==> src/rtl/rv32_decode_stage_pkg.sv <==
// Shared decode/ALU header: ALU op codes, RV32I opcodes, issue classes and
// the registered issue bundle layout.
package rv32_decode_stage_pkg;

  typedef enum logic [4:0] {
    ALU_ADD  = 5'd0,  ALU_SUB  = 5'd1,  ALU_SLL  = 5'd2,  ALU_SLT = 5'd3,
    ALU_SLTU = 5'd4,  ALU_XOR  = 5'd5,  ALU_SRL  = 5'd6,  ALU_SRA = 5'd7,
    ALU_OR   = 5'd8,  ALU_AND  = 5'd9,  ALU_EQ   = 5'd10, ALU_NEQ = 5'd11,
    ALU_LT   = 5'd12, ALU_GE   = 5'd13, ALU_LTU  = 5'd14, ALU_GEU = 5'd15
  } alu_op_e;

  typedef enum logic [2:0] {
    CLS_ALU    = 3'd0,
    CLS_LOAD   = 3'd1,
    CLS_STORE  = 3'd2,
    CLS_BRANCH = 3'd3,
    CLS_JAL    = 3'd4,
    CLS_JALR   = 3'd5
  } inst_class_e;

  localparam logic [6:0] OPC_LUI    = 7'b0110111;
  localparam logic [6:0] OPC_AUIPC  = 7'b0010111;
  localparam logic [6:0] OPC_JAL    = 7'b1101111;
  localparam logic [6:0] OPC_JALR   = 7'b1100111;
  localparam logic [6:0] OPC_BRANCH = 7'b1100011;
  localparam logic [6:0] OPC_LOAD   = 7'b0000011;
  localparam logic [6:0] OPC_STORE  = 7'b0100011;
  localparam logic [6:0] OPC_OP_IMM = 7'b0010011;
  localparam logic [6:0] OPC_OP     = 7'b0110011;

  localparam logic [6:0] F7_BASE = 7'b0000000;
  localparam logic [6:0] F7_ALT  = 7'b0100000;

  typedef struct packed {
    logic [31:0] i;
    logic [31:0] s;
    logic [31:0] b;
    logic [31:0] u;
    logic [31:0] j;
  } imm_t;

  typedef struct packed {
    alu_op_e     op;
    logic [31:0] lhs;
    logic [31:0] rhs;
    logic [31:0] imm;
    logic [31:0] pc;
    logic [4:0]  rd;
    logic        we;
    inst_class_e cls;
    logic        illegal;
  } issue_t;

  // funct3 -> ALU op for OP / OP-IMM; alt selects SUB/SRA
  function automatic alu_op_e alu_op_from_f3(input logic [2:0] f3, input logic alt);
    case (f3)
      3'b000:  return alt ? ALU_SUB : ALU_ADD;
      3'b001:  return ALU_SLL;
      3'b010:  return ALU_SLT;
      3'b011:  return ALU_SLTU;
      3'b100:  return ALU_XOR;
      3'b101:  return alt ? ALU_SRA : ALU_SRL;
      3'b110:  return ALU_OR;
      default: return ALU_AND;
    endcase
  endfunction

  // funct3 -> compare op for BRANCH (010/011 are rejected by the caller)
  function automatic alu_op_e branch_op_from_f3(input logic [2:0] f3);
    case (f3)
      3'b000:  return ALU_EQ;
      3'b001:  return ALU_NEQ;
      3'b100:  return ALU_LT;
      3'b101:  return ALU_GE;
      3'b110:  return ALU_LTU;
      default: return ALU_GEU;
    endcase
  endfunction

endpackage

==> src/rtl/rv32_decode_stage_if.sv <==
// Fetch-in / regfile / issue-out / writeback bundle of the decode stage.
// master = decode stage, slave = surrounding pipeline.
interface rv32_decode_stage_if;
  logic        in_valid;
  logic        in_ready;
  logic [31:0] in_pc;
  logic [31:0] in_inst;
  logic [4:0]  rs1_addr;
  logic [4:0]  rs2_addr;
  logic [31:0] rs1_data;
  logic [31:0] rs2_data;
  logic        out_valid;
  logic        out_ready;
  logic [4:0]  out_alu_op;
  logic [31:0] out_lhs;
  logic [31:0] out_rhs;
  logic [31:0] out_imm;
  logic [31:0] out_pc;
  logic [4:0]  out_rd;
  logic        out_we;
  logic [2:0]  out_class;
  logic        out_illegal;
  logic        wb_valid;
  logic [4:0]  wb_rd;
  logic        flush;

  modport master (
    input  in_valid, in_pc, in_inst, rs1_data, rs2_data, out_ready,
           wb_valid, wb_rd, flush,
    output in_ready, rs1_addr, rs2_addr, out_valid, out_alu_op, out_lhs,
           out_rhs, out_imm, out_pc, out_rd, out_we, out_class, out_illegal
  );

  modport slave (
    output in_valid, in_pc, in_inst, rs1_data, rs2_data, out_ready,
           wb_valid, wb_rd, flush,
    input  in_ready, rs1_addr, rs2_addr, out_valid, out_alu_op, out_lhs,
           out_rhs, out_imm, out_pc, out_rd, out_we, out_class, out_illegal
  );
endinterface

==> src/rtl/rv32_imm_gen.sv <==
// RV32I immediate extraction; opcode bits are not needed so only [31:7] enter.
module rv32_imm_gen
  import rv32_decode_stage_pkg::*;
(
  input  logic [31:7] inst,
  output imm_t        imm
);
  assign imm.i = {{20{inst[31]}}, inst[31:20]};
  assign imm.s = {{20{inst[31]}}, inst[31:25], inst[11:7]};
  assign imm.b = {{19{inst[31]}}, inst[31], inst[7], inst[30:25], inst[11:8], 1'b0};
  assign imm.u = {inst[31:12], 12'd0};
  assign imm.j = {{11{inst[31]}}, inst[31], inst[19:12], inst[20], inst[30:21], 1'b0};
endmodule

==> src/rtl/rv32_decode_stage.sv <==
// RV32I decode/issue stage: decodes the fetch bundle, reads operands,
// stalls on RAW hazards via a busy-bit scoreboard and registers the issue bundle.
module rv32_decode_stage
  import rv32_decode_stage_pkg::*;
#(
  parameter int XLEN = 32,
  parameter int NREG = 32
) (
  input logic             CLK,
  input logic             RST_X,
  rv32_decode_stage_if.master bus
);

  logic [6:0]      opc, f7;
  logic [2:0]      f3;
  logic [4:0]      rd, rs1, rs2;
  logic [XLEN-1:0] rs1_v, rs2_v;
  imm_t            imm;
  issue_t          dec, q;
  logic            out_valid_q;
  logic            legal, wr, uses_rs1, uses_rs2, is_shift;
  logic [NREG-1:0] busy, busy_nxt;
  logic            hazard, load_en, in_ready, fire;

  assign opc = bus.in_inst[6:0];
  assign rd  = bus.in_inst[11:7];
  assign f3  = bus.in_inst[14:12];
  assign rs1 = bus.in_inst[19:15];
  assign rs2 = bus.in_inst[24:20];
  assign f7  = bus.in_inst[31:25];

  assign bus.rs1_addr = rs1;
  assign bus.rs2_addr = rs2;

  // x0 is hard-wired to zero whatever the regfile returns
  assign rs1_v = (rs1 == 5'd0) ? '0 : bus.rs1_data;
  assign rs2_v = (rs2 == 5'd0) ? '0 : bus.rs2_data;

  rv32_imm_gen u_imm_gen (
    .inst (bus.in_inst[31:7]),
    .imm  (imm)
  );

  // Decode the fetch bundle into the issue bundle and source-use flags
  always_comb begin
    dec      = '0;
    dec.op   = ALU_ADD;
    dec.cls  = CLS_ALU;
    dec.pc   = bus.in_pc;
    dec.rd   = rd;
    legal    = 1'b0;
    wr       = 1'b0;
    uses_rs1 = 1'b0;
    uses_rs2 = 1'b0;
    is_shift = (f3 == 3'b001) || (f3 == 3'b101);
    case (opc)
      OPC_OP: begin
        if (f7 == F7_BASE || (f7 == F7_ALT && (f3 == 3'b000 || f3 == 3'b101))) begin
          legal = 1'b1; wr = 1'b1; uses_rs1 = 1'b1; uses_rs2 = 1'b1;
          dec.op  = alu_op_from_f3(f3, f7[5]);
          dec.lhs = rs1_v;
          dec.rhs = rs2_v;
        end
      end
      OPC_OP_IMM: begin
        // shifts constrain funct7; other ops use the whole field as immediate
        if (!is_shift || f7 == F7_BASE || (f3 == 3'b101 && f7 == F7_ALT)) begin
          legal = 1'b1; wr = 1'b1; uses_rs1 = 1'b1;
          dec.op  = alu_op_from_f3(f3, (f3 == 3'b101) & f7[5]);
          dec.lhs = rs1_v;
          dec.rhs = is_shift ? {{(XLEN-5){1'b0}}, rs2} : imm.i;
          dec.imm = imm.i;
        end
      end
      OPC_LUI: begin
        legal = 1'b1; wr = 1'b1;
        dec.rhs = imm.u;
        dec.imm = imm.u;
      end
      OPC_AUIPC: begin
        legal = 1'b1; wr = 1'b1;
        dec.lhs = bus.in_pc;
        dec.rhs = imm.u;
        dec.imm = imm.u;
      end
      OPC_LOAD: begin
        if (f3 != 3'b011 && f3 != 3'b110 && f3 != 3'b111) begin
          legal = 1'b1; wr = 1'b1; uses_rs1 = 1'b1;
          dec.cls = CLS_LOAD;
          dec.lhs = rs1_v;
          dec.rhs = imm.i;
          dec.imm = imm.i;
        end
      end
      OPC_STORE: begin
        if (f3 <= 3'b010) begin
          legal = 1'b1; uses_rs1 = 1'b1; uses_rs2 = 1'b1;
          dec.cls = CLS_STORE;
          dec.lhs = rs1_v;
          dec.rhs = imm.s;
          dec.imm = imm.s;
        end
      end
      OPC_BRANCH: begin
        if (f3 != 3'b010 && f3 != 3'b011) begin
          legal = 1'b1; uses_rs1 = 1'b1; uses_rs2 = 1'b1;
          dec.cls = CLS_BRANCH;
          dec.op  = branch_op_from_f3(f3);
          dec.lhs = rs1_v;
          dec.rhs = rs2_v;
          dec.imm = imm.b;
        end
      end
      OPC_JAL: begin
        legal = 1'b1; wr = 1'b1;
        dec.cls = CLS_JAL;
        dec.lhs = bus.in_pc;
        dec.rhs = 32'd4;
        dec.imm = imm.j;
      end
      OPC_JALR: begin
        if (f3 == 3'b000) begin
          legal = 1'b1; wr = 1'b1; uses_rs1 = 1'b1;
          dec.cls = CLS_JALR;
          dec.lhs = bus.in_pc;
          dec.rhs = 32'd4;
          dec.imm = imm.i;
        end
      end
      default: ;
    endcase
    // undecodable words still issue, as an inert ADD 0,0 flagged illegal
    if (!legal) begin
      dec.op      = ALU_ADD;
      dec.cls     = CLS_ALU;
      dec.lhs     = '0;
      dec.rhs     = '0;
      dec.imm     = '0;
      dec.illegal = 1'b1;
      uses_rs1    = 1'b0;
      uses_rs2    = 1'b0;
    end
    dec.we = wr & legal & (rd != 5'd0);
  end

  assign hazard   = (busy[rs1] & uses_rs1) | (busy[rs2] & uses_rs2);
  assign load_en  = !out_valid_q | bus.out_ready;
  assign in_ready = load_en & !hazard & !bus.flush & !RST_X;
  assign fire     = bus.in_valid & in_ready;
  assign bus.in_ready = in_ready;

  // Scoreboard next state: writeback clears, issue sets (set wins on same reg)
  always_comb begin
    busy_nxt = busy;
    if (bus.wb_valid) busy_nxt[bus.wb_rd] = 1'b0;
    if (fire && dec.we) busy_nxt[rd] = 1'b1;
    busy_nxt[0] = 1'b0;
  end

  // Scoreboard register; flush drops every pending write, squashed one included
  always_ff @(posedge CLK) begin
    if (RST_X)          busy <= '0;
    else if (bus.flush) busy <= '0;
    else                busy <= busy_nxt;
  end

  // Issue register: capture on fire, drain when consumed, hold under backpressure
  always_ff @(posedge CLK) begin
    if (RST_X) begin
      out_valid_q <= 1'b0;
      q           <= '0;
    end else if (bus.flush) begin
      out_valid_q <= 1'b0;
    end else if (load_en) begin
      out_valid_q <= fire;
      if (fire) q <= dec;
    end
  end

  assign bus.out_valid   = out_valid_q;
  assign bus.out_alu_op  = q.op;
  assign bus.out_lhs     = q.lhs;
  assign bus.out_rhs     = q.rhs;
  assign bus.out_imm     = q.imm;
  assign bus.out_pc      = q.pc;
  assign bus.out_rd      = q.rd;
  assign bus.out_we      = q.we;
  assign bus.out_class   = q.cls;
  assign bus.out_illegal = q.illegal;

endmodule

==> src/flat_wrapper.sv <==
// flat-port wrapper written by rule: the top's interface ports become plain ports
module rv32_decode_stage_flat import rv32_decode_stage_pkg::*;
#(
  parameter int XLEN = 32,
  parameter int NREG = 32
)
  (CLK, RST_X, bus_in_valid, bus_in_pc, bus_in_inst, bus_rs1_data, bus_rs2_data, bus_out_ready, bus_wb_valid, bus_wb_rd, bus_flush, bus_in_ready, bus_rs1_addr, bus_rs2_addr, bus_out_valid, bus_out_alu_op, bus_out_lhs, bus_out_rhs, bus_out_imm, bus_out_pc, bus_out_rd, bus_out_we, bus_out_class, bus_out_illegal);
  rv32_decode_stage_if bus_i ();
  input logic CLK;
  input logic RST_X;
  input wire logic [$bits(bus_i.in_valid)-1:0] bus_in_valid;
  input wire logic [$bits(bus_i.in_pc)-1:0] bus_in_pc;
  input wire logic [$bits(bus_i.in_inst)-1:0] bus_in_inst;
  input wire logic [$bits(bus_i.rs1_data)-1:0] bus_rs1_data;
  input wire logic [$bits(bus_i.rs2_data)-1:0] bus_rs2_data;
  input wire logic [$bits(bus_i.out_ready)-1:0] bus_out_ready;
  input wire logic [$bits(bus_i.wb_valid)-1:0] bus_wb_valid;
  input wire logic [$bits(bus_i.wb_rd)-1:0] bus_wb_rd;
  input wire logic [$bits(bus_i.flush)-1:0] bus_flush;
  output wire logic [$bits(bus_i.in_ready)-1:0] bus_in_ready;
  output wire logic [$bits(bus_i.rs1_addr)-1:0] bus_rs1_addr;
  output wire logic [$bits(bus_i.rs2_addr)-1:0] bus_rs2_addr;
  output wire logic [$bits(bus_i.out_valid)-1:0] bus_out_valid;
  output wire logic [$bits(bus_i.out_alu_op)-1:0] bus_out_alu_op;
  output wire logic [$bits(bus_i.out_lhs)-1:0] bus_out_lhs;
  output wire logic [$bits(bus_i.out_rhs)-1:0] bus_out_rhs;
  output wire logic [$bits(bus_i.out_imm)-1:0] bus_out_imm;
  output wire logic [$bits(bus_i.out_pc)-1:0] bus_out_pc;
  output wire logic [$bits(bus_i.out_rd)-1:0] bus_out_rd;
  output wire logic [$bits(bus_i.out_we)-1:0] bus_out_we;
  output wire logic [$bits(bus_i.out_class)-1:0] bus_out_class;
  output wire logic [$bits(bus_i.out_illegal)-1:0] bus_out_illegal;
  assign bus_i.in_valid = bus_in_valid;
  assign bus_i.in_pc = bus_in_pc;
  assign bus_i.in_inst = bus_in_inst;
  assign bus_i.rs1_data = bus_rs1_data;
  assign bus_i.rs2_data = bus_rs2_data;
  assign bus_i.out_ready = bus_out_ready;
  assign bus_i.wb_valid = bus_wb_valid;
  assign bus_i.wb_rd = bus_wb_rd;
  assign bus_i.flush = bus_flush;
  assign bus_in_ready = bus_i.in_ready;
  assign bus_rs1_addr = bus_i.rs1_addr;
  assign bus_rs2_addr = bus_i.rs2_addr;
  assign bus_out_valid = bus_i.out_valid;
  assign bus_out_alu_op = bus_i.out_alu_op;
  assign bus_out_lhs = bus_i.out_lhs;
  assign bus_out_rhs = bus_i.out_rhs;
  assign bus_out_imm = bus_i.out_imm;
  assign bus_out_pc = bus_i.out_pc;
  assign bus_out_rd = bus_i.out_rd;
  assign bus_out_we = bus_i.out_we;
  assign bus_out_class = bus_i.out_class;
  assign bus_out_illegal = bus_i.out_illegal;
  rv32_decode_stage #(.XLEN(XLEN), .NREG(NREG)) u_core (.CLK(CLK), .RST_X(RST_X), .bus(bus_i));
endmodule
==> config.mk <==
export PLATFORM = sky130hd
export DESIGN_NAME = rv32_decode_stage_flat
export DESIGN_NICKNAME = d
export VERILOG_FILES = /design/src/rtl/rv32_decode_stage_pkg.sv /design/src/rtl/rv32_decode_stage_if.sv /design/src/rtl/rv32_imm_gen.sv /design/src/rtl/rv32_decode_stage.sv /design/src/flat_wrapper.sv
export SDC_FILE = /design/constraint.sdc
export NUM_CORES = 1
export LEC_CHECK = 0
export CAP_MARGIN = 40
export CORE_MARGIN = 8
export CORE_UTILIZATION = 35
export DETAILED_ROUTE_END_ITERATION = 7
export DONT_BUFFER_PORTS = 1
export GPL_TIMING_DRIVEN = 1
export SLEW_MARGIN = 30
export SYNTH_ARGS = -nofsm -noshare
export SYNTH_HDL_FRONTEND = slang
export SYNTH_SLANG_ARGS = --single-unit
==> constraint.sdc <==
create_clock -name CLK -period 4 [get_ports CLK]
set_input_delay 0.8 -clock CLK [delete_from_list [all_inputs] [get_ports CLK]]
set_output_delay 0.8 -clock CLK [all_outputs]
set_load 0.02 [all_outputs]
-- Word level (Yosys, flattened, before mapping)
Cells that the tools add are included.
- bits of input ports: 139
- logic and storage cells: 131
- bits in registers: 176
- output and inout bits: 155
- bitwise gates (word level): 15
- multiplexer cells: 49
- equality and inequality tests: 20
- reductions and logical operators: 28
- magnitude comparators: 7
- operator list (cell ; number):
    32-bit case mux with 7 select lines ; 2
    101-bit 2-to-1 mux ; 3
    96-bit 2-to-1 mux ; 3
    32-bit case mux with 8 select lines ; 1
    32-bit 2-to-1 mux ; 5
    5-bit case mux with 7 select lines ; 2
    69-bit 2-to-1 mux ; 1
    32-bit bitwise AND ; 1
    32-bit NOT ; 1
    32-bit OR ; 1
    3-bit case mux with 5 select lines ; 2
    7-bit by 6-bit equality test with 1-bit output, second input constant ; 4
    5-bit by 6-bit < comparator with 1-bit output, second input constant ; 4
    7-bit equality test, second input constant ; 3
    1-bit 2-to-1 mux ; 17
    5-bit case mux with 3 select lines ; 1
    7-bit by 5-bit equality test with 1-bit output, second input constant ; 2
    1-bit binary-select mux with 5-bit select ; 2
    1-bit demux with 5-bit select ; 2
    5-bit by 1-bit greater-or-equal comparator with 1-bit output, second input constant ; 2
    5-bit logical NOT ; 2
    1-bit bitwise AND ; 9
    3-bit equality test, second input constant ; 3
    1-bit logical AND ; 8
    other kinds (23) ; 38

-- Logic depth before layout (Yosys ltp)
- depth after elaboration: 17
- depth in mapped cells: 13

-- By module
Synthesis repeated with hierarchy kept, for this count alone.
- cell total of the unflattened synthesis: 1224
- area, all modules: 10308.6 sq um
- by module, submodules not included (module ; times used ; cells each ; seq. area each (sq um) ; area an instance (sq um)):
    rv32_decode_stage ; 1 ; 1063 ; 3483.3 ; 9103.7
    rv32_imm_gen ; 1 ; 161 ; 0.0 ; 1204.9

-- Worst setup path after synthesis
No wires, ideal clock.
- path kind: input -> output
- from: input bus_in_inst[13]
- to: output bus_in_ready
- buffers on the path: 3
- data arrival time: 2.976 ns
- setup slack: 0.224 ns
- cell stages on the path: 10
- path through: buf_2 -> inv_1 -> ha_1 -> o211ai_2 -> nand2_1 -> or4b_1 -> a31o_1 -> buf_6 -> nor2_1 -> clkbuf_1
- longest elaborated chain between the ends: 14
- ends and longest elaborated chain (what ; line ; source):
    from (decl) ; flat_wrapper.sv:13 ; input wire logic [$bits(bus_i.in_inst)-1:0] bus_in_inst;
    3-bit by 1-bit equality test with 1-bit output / 3-bit equality test (equally long branches) ; rv32_decode_stage.sv:55, rv32_decode_stage.sv:58, rv32_decode_stage.sv:67 ;
    1-bit logical OR ; rv32_decode_stage.sv:55 ; is_shift = (f3 == 3'b001) || (f3 == 3'b101);
    1-bit logical NOT ; rv32_decode_stage.sv:67 ; if (!is_shift || f7 == F7_BASE || (f3 == 3'b101 && f7 == F7_ALT)) begin
    1-bit logical OR (2 in series) ; rv32_decode_stage.sv:67 ;
    1-bit 2-to-1 mux ; rv32_decode_stage.sv:67 ;
    1-bit case mux with 7 select lines / 1-bit case mux with 6 select lines (equally long branches) ; rv32_decode_stage.sv:56 ; case (opc)
    1-bit 2-to-1 mux ; rv32_decode_stage.sv:133 ; if (!legal) begin
    1-bit bitwise AND ; rv32_decode_stage.sv:146 ; assign hazard = (busy[rs1] & uses_rs1) | (busy[rs2] & uses_rs2);
    1-bit OR * ; rv32_decode_stage.sv:146 ;
    1-bit logical NOT * ; rv32_decode_stage.sv:148 ; assign in_ready = load_en & !hazard & !bus.flush & !RST_X;
    1-bit bitwise AND * (3 in series) ; rv32_decode_stage.sv:148 ;
    to (decl) ; flat_wrapper.sv:20 ; output wire logic [$bits(bus_i.in_ready)-1:0] bus_in_ready;
Every way passes the cells marked *; elsewhere a longest branch is shown, timed or not.

-- Final worst setup path
- from: input bus_in_inst[0]
- to: output bus_in_ready
- longest elaborated chain between the ends: 10
- ends and longest elaborated chain (what ; line):
    7-bit by 6-bit equality test with 1-bit output, or another cell as far along ; rv32_decode_stage.sv:56
    3-bit OR reduction (no line) ; n/a
    1-bit case mux with 7 select lines ; rv32_decode_stage.sv:56
    1-bit 2-to-1 mux ; rv32_decode_stage.sv:133
    1-bit bitwise AND ; rv32_decode_stage.sv:146
    1-bit OR * ; rv32_decode_stage.sv:146
    1-bit logical NOT * ; rv32_decode_stage.sv:148
    1-bit bitwise AND * (3 in series) ; rv32_decode_stage.sv:148
Marks and branches as above.

==> impl_metrics.env <==
export IMPL_drtIter0Drc=894
export IMPL_routed_wl_um=34740
export IMPL_ys_warn_count=0
export IMPL_cts_root_buf="clkbuf_16"
export IMPL_grt_pass1_vias=8017
export IMPL_holdBufCountCts=0
export IMPL_synthCells=1052
export IMPL_synth_edf_count=0
export IMPL_dpl_hpwl_um=24420
export IMPL_post_cts_resized=0
export IMPL_vias_per_cell=6.441
export IMPL_worstPathArrival_ps=2780
export IMPL_antenna_found_initial=3
export IMPL_critical_path_class="in -> out"
export IMPL_cts_tree="built"
export IMPL_synth_area_sq_um=8707
export IMPL_row_count=57
export IMPL_cts_setup_buffers=0
export IMPL_final_area_sq_um=9555
export IMPL_end_kind="primary output"
export IMPL_synth_distinct_cells=69
export IMPL_outcome="finished, final reports clean"
export IMPL_fmax_ghz=0.2794
export IMPL_vdd_drop_max_mv=0.2268
export IMPL_die_h_um=173.7
export IMPL_synth_top_family_by_area="compound AO/OA/AOI/OAI gates"
export IMPL_cp_required_ps=3200
export IMPL_startpoint_type="primary input"
export IMPL_hp_class="in -> reg"
export IMPL_initial_core_util_pct=35.70
export IMPL_hold_path_end="u_core.bus.out_lhs[1]$_SDFFE_PP0P_"
export IMPL_drc=0
export IMPL_port_buffers=0
export IMPL_synth_simple_area_share_pct=14.67
export IMPL_clkLatencyLatePin_ps=440
export IMPL_post_route_min_period_ps=3580
export IMPL_async_flop_share_pct=0
export IMPL_hold_start="RST_X"
export IMPL_slew_headroom_pct=55.93
export IMPL_synthMuxAreaShare_pct=4.368
export IMPL_grt_start_max_net_pins=128
export IMPL_dr_pass1_iters=5
export IMPL_fin_worst_skew_ps=21.04
export IMPL_hold_path_depth=1
export IMPL_r2r_start="u_core.busy[30]$_SDFF_PP0_"
export IMPL_synth_compound_area_share_pct=33.32
export IMPL_drive_gt1_share_pct=11.55
export IMPL_path_clk_slew_ps=70
export IMPL_grt_util_all_layers_pct=21.82
export IMPL_hold_worst_slack_ps=452.2
export IMPL_worstPathMaxFanout=10
export IMPL_syn2layout_area_growth_pct=9.743
export IMPL_synth_top_cell_area_share_pct=40.01
export IMPL_synth_ff_type="dfxtp_1"
export IMPL_synth_top_area_cell="dfxtp_1"
export IMPL_setup_slack_ps=420.4
export IMPL_grt_overflow=0
export IMPL_synth_seq_cells=174
export IMPL_hold_violations=0
export IMPL_clockBufferDepth=2
export IMPL_reg2reg_depth=8
export IMPL_synth_commonest_cells="dfxtp_1 (174), a21oi_1 (165), nand3_1 (84)"
export IMPL_antenna_left=0
export IMPL_reg2reg_to="u_core.bus.out_lhs[12]$_SDFFE_PP0P_"
export IMPL_dp_slack_ps=381.2
export IMPL_synth_xor_area_share_pct=0.1006
export IMPL_ff2ff_setup_slack_ps=940
export IMPL_tightest_slew_ps=656.1
export IMPL_max_cap_violations=0
export IMPL_power_density_nw_per_um2=412.3
export IMPL_avgSynthCellArea_sq_um=8.277
export IMPL_synth_nets=1194
export IMPL_grt_pass1_wl_um=51810
export IMPL_fp_dieW_um=173.7
export IMPL_nets=1126
export IMPL_totalPowerFinal_w=0.003940
export IMPL_htreeDepth=4
export IMPL_gp_congestion=0.9274
export IMPL_post_synth_top_count_cell="dfxtp_1"
export IMPL_setup_viol=0
export IMPL_period_share_pct=89.49
export IMPL_avgRoutedWirePerCell_um=26.26
export IMPL_cts_sinks=174
export IMPL_numCtsBuffers=17
export IMPL_rsz0062_at_grt="false"
export IMPL_finalMaxSlewViolations=0
export IMPL_place_area_sq_um=8947
export IMPL_boundaryPins=294
export IMPL_leakage_nw=2.998
export IMPL_setup_tns_final_ps=0
export IMPL_ys_seq_area_share_pct=40.01
export IMPL_core_sq_um=24390
export IMPL_synth_area_leaders="dfxtp_1 (40%), a21oi_1 (9.5%), a211oi_1 (6.7%)"
export IMPL_dr_total_vias=8521
export IMPL_synth_adder_area_share_pct=0.4311
export IMPL_die_area_sq_um=30180
[how the worst max path moves through the flow]
stage	start	slack, ps	endpoint	depth (start not counted)
finish	bus_in_inst[0]	420	bus_in_ready	7
detailed placement	bus_in_inst[12]	380	u_core.bus.out_lhs[12]$_SDFFE_PP0P_	9
floorplan	bus_in_inst[13]	220	bus_in_ready	10
CTS	bus_in_inst[0]	450	bus_in_ready	7
global route	bus_in_inst[0]	300	bus_in_ready	7
global placement	bus_in_inst[13]	370	u_core.bus.out_lhs[1]$_SDFFE_PP0P_	9
[power by group]
group          switching [W]  internal (W)
Sequential          0.000123       0.00179
Clock               0.000778      0.000933
Combinational       0.000200      0.000115
[worst max-delay path, stage by stage]
cell and delay (ps):
nor4bb_4 520, or3b_1 450, nand2_1 100, buf_4 180, o211ai_1 140, nor2_1 330
nor2_1 240
[layout by cell type, fill, tap and decap left out, types with 3 or more instances in the layout]
| master | netlist | final |
|---|---|---|
| inv_1 | 18 | 18 |
| nor3b_1 | 3 | 3 |
| nand3_1 | 84 | 84 |
| a311oi_1 | 3 | 3 |
| ha_1 | 3 | 3 |
| a21oi_1 | 165 | 165 |
| nor2_1 | 55 | 53 |
| o21ai_2 | 9 | 9 |
| nand2_1 | 46 | 46 |
| nand3b_1 | 7 | 7 |
| o211ai_1 | 41 | 41 |
| nor2b_1 | 4 | 4 |
| clkinv_2 | 0 | 3 |
| or3_1 | 3 | 3 |
| o31ai_1 | 9 | 9 |
| a211oi_1 | 78 | 78 |
| inv_6 | 0 | 6 |
| a21boi_0 | 8 | 8 |
| or3b_2 | 3 | 3 |
| nand2b_1 | 4 | 4 |
| mux2_2 | 4 | 4 |
| a31o_2 | 7 | 8 |
| diode_2 | 0 | 3 |
| a22oi_1 | 11 | 11 |
| mux4_2 | 6 | 6 |
| and3_1 | 4 | 4 |
| nand4_1 | 8 | 8 |
| a221oi_1 | 21 | 21 |
| clkbuf_16 | 0 | 17 |
| o221a_2 | 6 | 6 |
| dfxtp_1 | 174 | 174 |
| nor3_1 | 13 | 12 |
| o21ai_0 | 66 | 66 |
| mux2i_1 | 20 | 20 |
| buf_4 | 12 | 28 |
[cell type report]
class | instances | area, sq um
Fill cell | 2511 | 14840
Multi-Input combinational cell | 739 | 4686
Sequential cell | 174 | 3483
Clock buffer | 17 | 425.4
Tap cell | 324 | 405.4
Timing Repair Buffer | 34 | 325.3
Clock inverter | 14 | 155.1
Inverter | 18 | 67.56
Antenna cell | 3 | 7.507
[metal layers]
| layer | routed length (um) | global-route usage, % |
|---|---|---|
| met1 | 13940 | 27.11 |
| met2 | 15600 | 32.63 |
| met3 | 3780 | 7.907 |
| met4 | 1425 | 11.22 |
| met5 | 0 | 0 |
[kinds of logic (layout without fill, tap and decap cells)]
| group | count (synthesis) | count (layout) |
|---|---|---|
| XOR/XNOR | 1 | 1 |
| multiplexers | 30 | 30 |
| AND/OR/NAND/NOR | 253 | 253 |
| adder cells (fa/ha/maj) | 3 | 3 |
| other | 1 | 4 |
| AO/OA/AOI/OAI | 451 | 451 |
| buffers and inverters | 139 | 83 |
| flip-flops | 174 | 174 |
[registers in the layout, indices dropped and copies added (netlist names)]
name                    flops
u_core.bus.out_imm         32
u_core.bus.out_illegal      1
u_core.bus.out_we           1
u_core.bus.out_valid        1
u_core.bus.out_rd           5
u_core.bus.out_pc          32
u_core.bus.out_lhs         32
u_core.busy                31
u_core.bus.out_class        3
u_core.bus.out_alu_op       4
u_core.bus.out_rhs         32
[through the flow]
stage	utilization (%)	std cells
finish	39.18	1323
floorplan	-	1052
global route	39.18	1323
global placement	36.43	1284
detailed placement	36.68	1287
CTS	39.06	1318
Note: power is estimated with default switching activity, not from simulation.
